==> config.mk <==
export PLATFORM = sky130hd
export DESIGN_NAME = attention_token_precision
export DESIGN_NICKNAME = d
export VERILOG_FILES = /design/src/rtl/attn_pkg.sv /design/src/rtl/token_prec_classifier.sv /design/src/rtl/attention_token_precision.sv
export SDC_FILE = /design/constraint.sdc
export NUM_CORES = 2
export LEC_CHECK = 0
export ABC_AREA = 0
export BUFFER_PORTS_ARGS = -buffer_cell sky130_fd_sc_hd__buf_2
export CAP_MARGIN = 20
export CORE_AREA = 4 4 430 432
export CTS_BUF_LIST = sky130_fd_sc_hd__clkbuf_8
export CTS_CLUSTER_DIAMETER = 30
export CTS_CLUSTER_SIZE = 12
export DETAILED_ROUTE_END_ITERATION = 8
export DIE_AREA = 0 0 434 436
export GPL_ROUTABILITY_DRIVEN = 1
export HOLD_SLACK_MARGIN = 0.08
export PLACE_DENSITY_LB_ADDON = 0.15
export SETUP_SLACK_MARGIN = 0.1
export SKIP_CTS_REPAIR_TIMING = 1
export SLEW_MARGIN = 20
export SYNTH_ARGS = -nofsm -noshare
export SYNTH_HDL_FRONTEND = slang
export SYNTH_HIERARCHICAL = 1
export SYNTH_SLANG_ARGS = --single-unit
==> constraint.sdc <==
create_clock -name clk -period 12.4 [get_ports clk]
set_input_delay 1.86 -clock clk [delete_from_list [all_inputs] [get_ports clk]]
set_output_delay 1.86 -clock clk [all_outputs]
set_load 0.05 [all_outputs]
==> src/rtl/attn_pkg.sv <==
// attn_pkg: types shared between the token precision scanner and the A*V
// multiply stage.
//   prec_t  : per-token precision code (INT4 / INT8 / FP16), 4 bits wide.
//   state_t : state encoding of the attention_token_precision FSM.
package attn_pkg;

  typedef enum logic [3:0] {
    PREC_INT4 = 4'd0,
    PREC_INT8 = 4'd1,
    PREC_FP16 = 4'd2
  } prec_t;

  typedef enum logic [2:0] {
    S_IDLE,
    S_LOAD,
    S_ACC,
    S_CLASS,
    S_DONE
  } state_t;

endpackage

==> src/rtl/token_prec_classifier.sv <==
// token_prec_classifier: combinational precision decision for one key token.
//   sum    in  ACC_W  column sum of attention weights for the token
//   thr_hi in  ACC_W  sum >= thr_hi selects FP16
//   thr_lo in  ACC_W  otherwise sum >= thr_lo selects INT8, else INT4
//   prec   out prec_t selected code
// thr_hi is tested first, so thr_lo > thr_hi can never produce INT8.
module token_prec_classifier
  import attn_pkg::*;
#(
  parameter int ACC_W = 19
) (
  input  logic [ACC_W-1:0] sum,
  input  logic [ACC_W-1:0] thr_hi,
  input  logic [ACC_W-1:0] thr_lo,
  output prec_t            prec
);

  always_comb begin
    prec = PREC_INT4;
    if (sum >= thr_hi) begin
      prec = PREC_FP16;
    end else if (sum >= thr_lo) begin
      prec = PREC_INT8;
    end
  end

endmodule

==> src/rtl/attention_token_precision.sv <==
// attention_token_precision: scans the softmax attention matrix once, sums
// each key-token column over all (row, head) pairs and assigns each token a
// precision code for the downstream A*V stage.
//   clk, rst_n       clock, asynchronous active-low reset
//   start            begin a pass (only honoured in S_IDLE)
//   A_in             A[l][n][l2] at ((l*N*L)+(n*L)+l2)*DATA_WIDTH, captured in S_LOAD
//   thr_hi, thr_lo   FP16 / INT8 thresholds, captured with A_in
//   token_precision  per-token code, updated only in S_CLASS
//   done             one-cycle completion pulse
//   out_valid        token_precision valid, cleared when a new start is accepted
// Optional feature macro TOKEN_PREC_STATS_EN adds cnt_int4/cnt_int8/cnt_fp16,
// the number of tokens assigned each code, registered in S_CLASS.
module attention_token_precision
  import attn_pkg::*;
#(
  parameter int DATA_WIDTH = 16,
  parameter int L          = 8,
  parameter int N          = 1,
  localparam int ACC_W     = DATA_WIDTH + $clog2(L*N)
`ifdef TOKEN_PREC_STATS_EN
  ,
  localparam int CNT_W     = $clog2(L+1)
`endif
) (
  input  logic                           clk,
  input  logic                           rst_n,
  input  logic                           start,
  input  logic [DATA_WIDTH*L*N*L-1:0]    A_in,
  input  logic [ACC_W-1:0]               thr_hi,
  input  logic [ACC_W-1:0]               thr_lo,
  output logic [L-1:0][3:0]              token_precision,
  output logic                           done,
  output logic                           out_valid
`ifdef TOKEN_PREC_STATS_EN
  ,
  output logic [CNT_W-1:0]               cnt_int4,
  output logic [CNT_W-1:0]               cnt_int8,
  output logic [CNT_W-1:0]               cnt_fp16
`endif
);

  localparam int ROWS  = L * N;
  localparam int ROW_W = $clog2(ROWS);
  localparam logic [ROW_W-1:0] LAST_ROW = ROW_W'(ROWS - 1);

  state_t state, state_nxt;

  // Row r = l*N+n is the r-th group of L elements in A_in, so a packed
  // [row][column] view matches the flat layout directly.
  logic [ROWS-1:0][L-1:0][DATA_WIDTH-1:0] a_q;
  logic [ACC_W-1:0]                       thr_hi_q, thr_lo_q;
  logic [ROW_W-1:0]                       row_q;
  logic [L-1:0][ACC_W-1:0]                sum_q;
  prec_t                                  code [L];

  always_ff @(posedge clk or negedge rst_n) begin
    if (!rst_n) state <= S_IDLE;
    else        state <= state_nxt;
  end

  always_comb begin
    state_nxt = state;
    unique case (state)
      S_IDLE:  if (start) state_nxt = S_LOAD;
      S_LOAD:  state_nxt = S_ACC;
      S_ACC:   if (row_q == LAST_ROW) state_nxt = S_CLASS;
      S_CLASS: state_nxt = S_DONE;
      S_DONE:  state_nxt = S_IDLE;
      default: state_nxt = S_IDLE;
    endcase
  end

  always_ff @(posedge clk or negedge rst_n) begin
    if (!rst_n) begin
      a_q             <= '0;
      thr_hi_q        <= '0;
      thr_lo_q        <= '0;
      row_q           <= '0;
      sum_q           <= '0;
      token_precision <= '0;
      done            <= 1'b0;
      out_valid       <= 1'b0;
    end else begin
      done <= 1'b0;
      unique case (state)
        S_IDLE: begin
          if (start) out_valid <= 1'b0;
        end
        S_LOAD: begin
          a_q      <= A_in;
          thr_hi_q <= thr_hi;
          thr_lo_q <= thr_lo;
          sum_q    <= '0;
          row_q    <= '0;
        end
        S_ACC: begin
          for (int unsigned c = 0; c < L; c++) begin
            sum_q[c] <= sum_q[c] + ACC_W'(a_q[row_q][c]);
          end
          row_q <= (row_q == LAST_ROW) ? '0 : row_q + ROW_W'(1);
        end
        S_CLASS: begin
          for (int unsigned c = 0; c < L; c++) begin
            token_precision[c] <= code[c];
          end
        end
        S_DONE: begin
          done      <= 1'b1;
          out_valid <= 1'b1;
        end
        default: ;
      endcase
    end
  end

  for (genvar g = 0; g < L; g++) begin : g_cls
    token_prec_classifier #(
      .ACC_W (ACC_W)
    ) u_cls (
      .sum    (sum_q[g]),
      .thr_hi (thr_hi_q),
      .thr_lo (thr_lo_q),
      .prec   (code[g])
    );
  end

`ifdef TOKEN_PREC_STATS_EN
  logic [CNT_W-1:0] n_int4, n_int8, n_fp16;

  always_comb begin
    n_int4 = '0;
    n_int8 = '0;
    n_fp16 = '0;
    for (int unsigned c = 0; c < L; c++) begin
      unique case (code[c])
        PREC_INT8: n_int8 = n_int8 + CNT_W'(1);
        PREC_FP16: n_fp16 = n_fp16 + CNT_W'(1);
        default:   n_int4 = n_int4 + CNT_W'(1);
      endcase
    end
  end

  always_ff @(posedge clk or negedge rst_n) begin
    if (!rst_n) begin
      cnt_int4 <= '0;
      cnt_int8 <= '0;
      cnt_fp16 <= '0;
    end else if (state == S_CLASS) begin
      cnt_int4 <= n_int4;
      cnt_int8 <= n_int8;
      cnt_fp16 <= n_fp16;
    end
  end
`endif

endmodule

==> impl_results.md <==
- Outcome: complete, no violations
- Syn. warnings: 6
- CTS Buf Count: 340
- Cell family with most CP delay: buffers and inverters
- Mux contribution to synthesized area: roughly 11%
- Synth Register Bits: 1254
- Fmax achieved: about 0.18 GHz
- DR vias/cell: a little over 5
- I/O pin total: between 1000 and 1500
- Post-synthesis compound-gate area fraction: just under 7%
- FF+latch area: around 31000 sq um
- Leakage: around 0.044 uW
- Area of the multi-input gates: 33330 sq um
- First-pass GRT wire length: around 360 mm
- Port buffer count: ~1100
- Post-synth top area share: 46.50%
- Post-Synth Adder-Cell Area: under 10%
- Remaining antenna violation count after routing: 0
- Sum of buffers and inverters on the critical path: 2
- Syn Inst Count: ~7400
- PnR worst setup slack: a little under 7 ns
- Fin crit share: between 40% and 50%
- Syn Std Cell Area: about 67000 sq um
- Avg Cell Area, Syn: about 9.1 sq um
- CP required: approximately 13 ns
- Synth Flop Type: dfrtp_1
- Maximum clock insertion buffer count: 4
- Rows: approximately 160
- Utilization after layout: between 40 and 50%
- Starting Density: around 37%
- Vias in the first global route: slightly below 60000
- Grt ovf: 0
- Initial antenna violation count: 34
- Worst-Margin Slew: 1.132 ns
- Clk_skew: between 0.07 and 0.08 ns
- Proportion of layout cells with a drive suffix above 1: around a quarter
- Largest net degree at the start of global routing: 220
- CP Cell Sequence: buf_4 > buf_12 > mux4_2 > mux2_2 > ha_1 > fa_1 > a211oi_2 > o31a_2 > o211ai_1 > a41oi_2 > nor2b_1 > or4_1 > nand4_1
- Setup TNS: 0 ns
- Setup violations, final: 0
- FFs w/ async S/R, synth: 100.0%
- Post-synth EDFFs: 0
- Worst setup SP type: flip-flop
- Final Hold Violating Endpoints: 0
- Fillers: approximately 18000
- Sequential element share of the synthesized area: a little under half
- Max VDD drop: between 0.00015 and 0.0002 V
- Tot GR Track Use: between 20% and 30%
- Main combinational cell family by area after synthesis: simple AND/OR/NAND/NOR gates
- WS Path Type: reg2reg
- TritonCTS sink count: about 1300
- Max Slew Vio Count: 0
- P per Cell Area: between 300 and 400 nW/um^2
- Final non-filler cell total: 11220
- Initial DRC count: around 3900
- CP max FO: 82
- Die Y: between 400 and 500 um
- Tmin final: around 5.6 ns
- MaxCap Viol Count: 0
- Die W: approximately 430 um
- Post-placement cell count: around 11000
- List of most frequent post-synthesis cells: nand2_1 (3497), dfrtp_1 (1254), ha_1 (434), inv_1 (329), clkbuf_1 (259)
- Routed length per instance: between 20 and 25 um
- Syn-to-layout area delta: 23.17%
- Crit path DAT: 6.57 ns
- Vias: 57000
- Synth unique cells: a little over 80
- Gpl congestion: ~0.88
- RSZ-0062 raised after global routing: no
- Area leader, netlist: dfrtp_1
- Clock Pin Slew Worst Setup and Hold Paths: 0.06 ns
- Count leader, synth: nand2_1
- Drt drc: 0
- Initial DRT Pass Iterations: 5
- Pre-CTS setup slack: ~7 ns
- Clk_lat worst skew: between 1 and 1.5 ns
- Total wire length: ~240 mm
- Core area: about 180000 sq um
- Slowest cell on crit path: dfrtp_4
- Xor and xnor fraction of the mapped netlist area: roughly 1.1%
- H-tree lvl count: 5
- Worst path max stage delay: 0.86 ns
- Endpoint type of the worst setup path: flip-flop
- Slew headroom: 24.54%
- Clock root buffer: clkbuf_8
- Hold Crit Class: reg2reg
- Synth top area cells: dfrtp_1 (47%), nand2_1 (19%), mux4_2 (8.5%), ha_1 (8.0%), mux2_2 (2.1%)
- Post-DP HPWL: 175.3 mm
- Post-synthesis simple-gate area fraction: 22.13%
- CTS tree: yes
- Total Die Area: ~190000 sq um
- Total Nets Final: a little over 10000
-- metrics by stage --
stage / total power (uW) / hold WS, ns / area, sq um
floorplan: 16230 / 0.4403 / 67510
global placement: 19820 / 0.4520 / 75130
detailed placement: 20150 / 0.4574 / 75130
CTS: 26620 / 0.4698 / 83040
global route: 28500 / 0.4805 / 83090
finish: 26340 / 0.4644 / 83120
-- power breakdown --
| part | internal (uW) | switching, uW |
|---|---|---|
| Combinational | 5170 | 7130 |
| Clock | 4060 | 2250 |
| Sequential | 6110 | 1630 |
-- layout make-up --
cell class / count / share of cell area (%)
Clock buffer: 396 / 6.557
Sequential cell: 1254 / 37.77
Timing Repair Buffer: 1173 / 7.486
Tap cell: 2370 / 3.567
Clock inverter: 199 / 2.959
Antenna cell: 28 / 0.08430
Inverter: 329 / 1.486
Multi-Input combinational cell: 5474 / 40.09
-- tightest hold or removal path, cell delays in order (launching register included) --
cell and delay (ns):
dfrtp_1 0.33, nand2_1 0.05, nand2_1 0.05
-- state kept, by name, indices dropped and copies added (netlist names) --
register and flops:
a_q 1024, done 1, out_valid 1, row_q 3
state 3, sum_q 152, thr_hi_q 19, thr_lo_q 19
token_precision 32
-- layout by cell type, fill, tap and decap left out, types with 85 or more instances in the layout --
cell type,count
a21o_1,85
a21oi_1,230
buf_2,1097
clkbuf_8,396
dfrtp_1,1251
ha_1,434
inv_1,359
mux2_2,128
mux4_2,256
nand2_1,3496
nand3_1,85
o21ai_0,174
-- kinds of logic (layout without fill, tap and decap cells) --
kind of cell | Yosys count | count (layout)
simple gates | 3802 | 3802
buf+inv | 701 | 2097
fa+ha+maj | 442 | 442
xor+xnor | 84 | 84
flops | 1254 | 1254
compound gates | 726 | 726
other cells | 8 | 44
mux | 404 | 404
-- final timing paths --
| path | startpoint | endpoint | slack [ns] | cells after the start |
|---|---|---|---|---|
| setup / recovery | row_q[0] | sum_q[75] | 6.78 | 13 |
| hold / removal | a_q[1016] | a_q[1016] | 0.46 | 2 |
| setup reg to reg | row_q[0] | sum_q[75] | 6.78 | 13 |
| hold reg to reg | a_q[1016] | a_q[1016] | 0.46 | 2 |
| max in group asynchronous | rst_n | a_q[250] | 8.69 | 4 |
| min in group asynchronous | rst_n | a_q[167] | 0.84 | 1 |
-- metal layers --
layer / vias to the layer above / part of all wire [%] / track usage, %
li1: 26880 / - / -
met1: 27890 / 42 / 32.35
met2: 1789 / 48 / 42.02
met3: 437 / 5.4 / 4.244
met4: 6 / 4.5 / 11.56
met5: - / 0.014 / 0
Power figures use the tool's default switching activity.
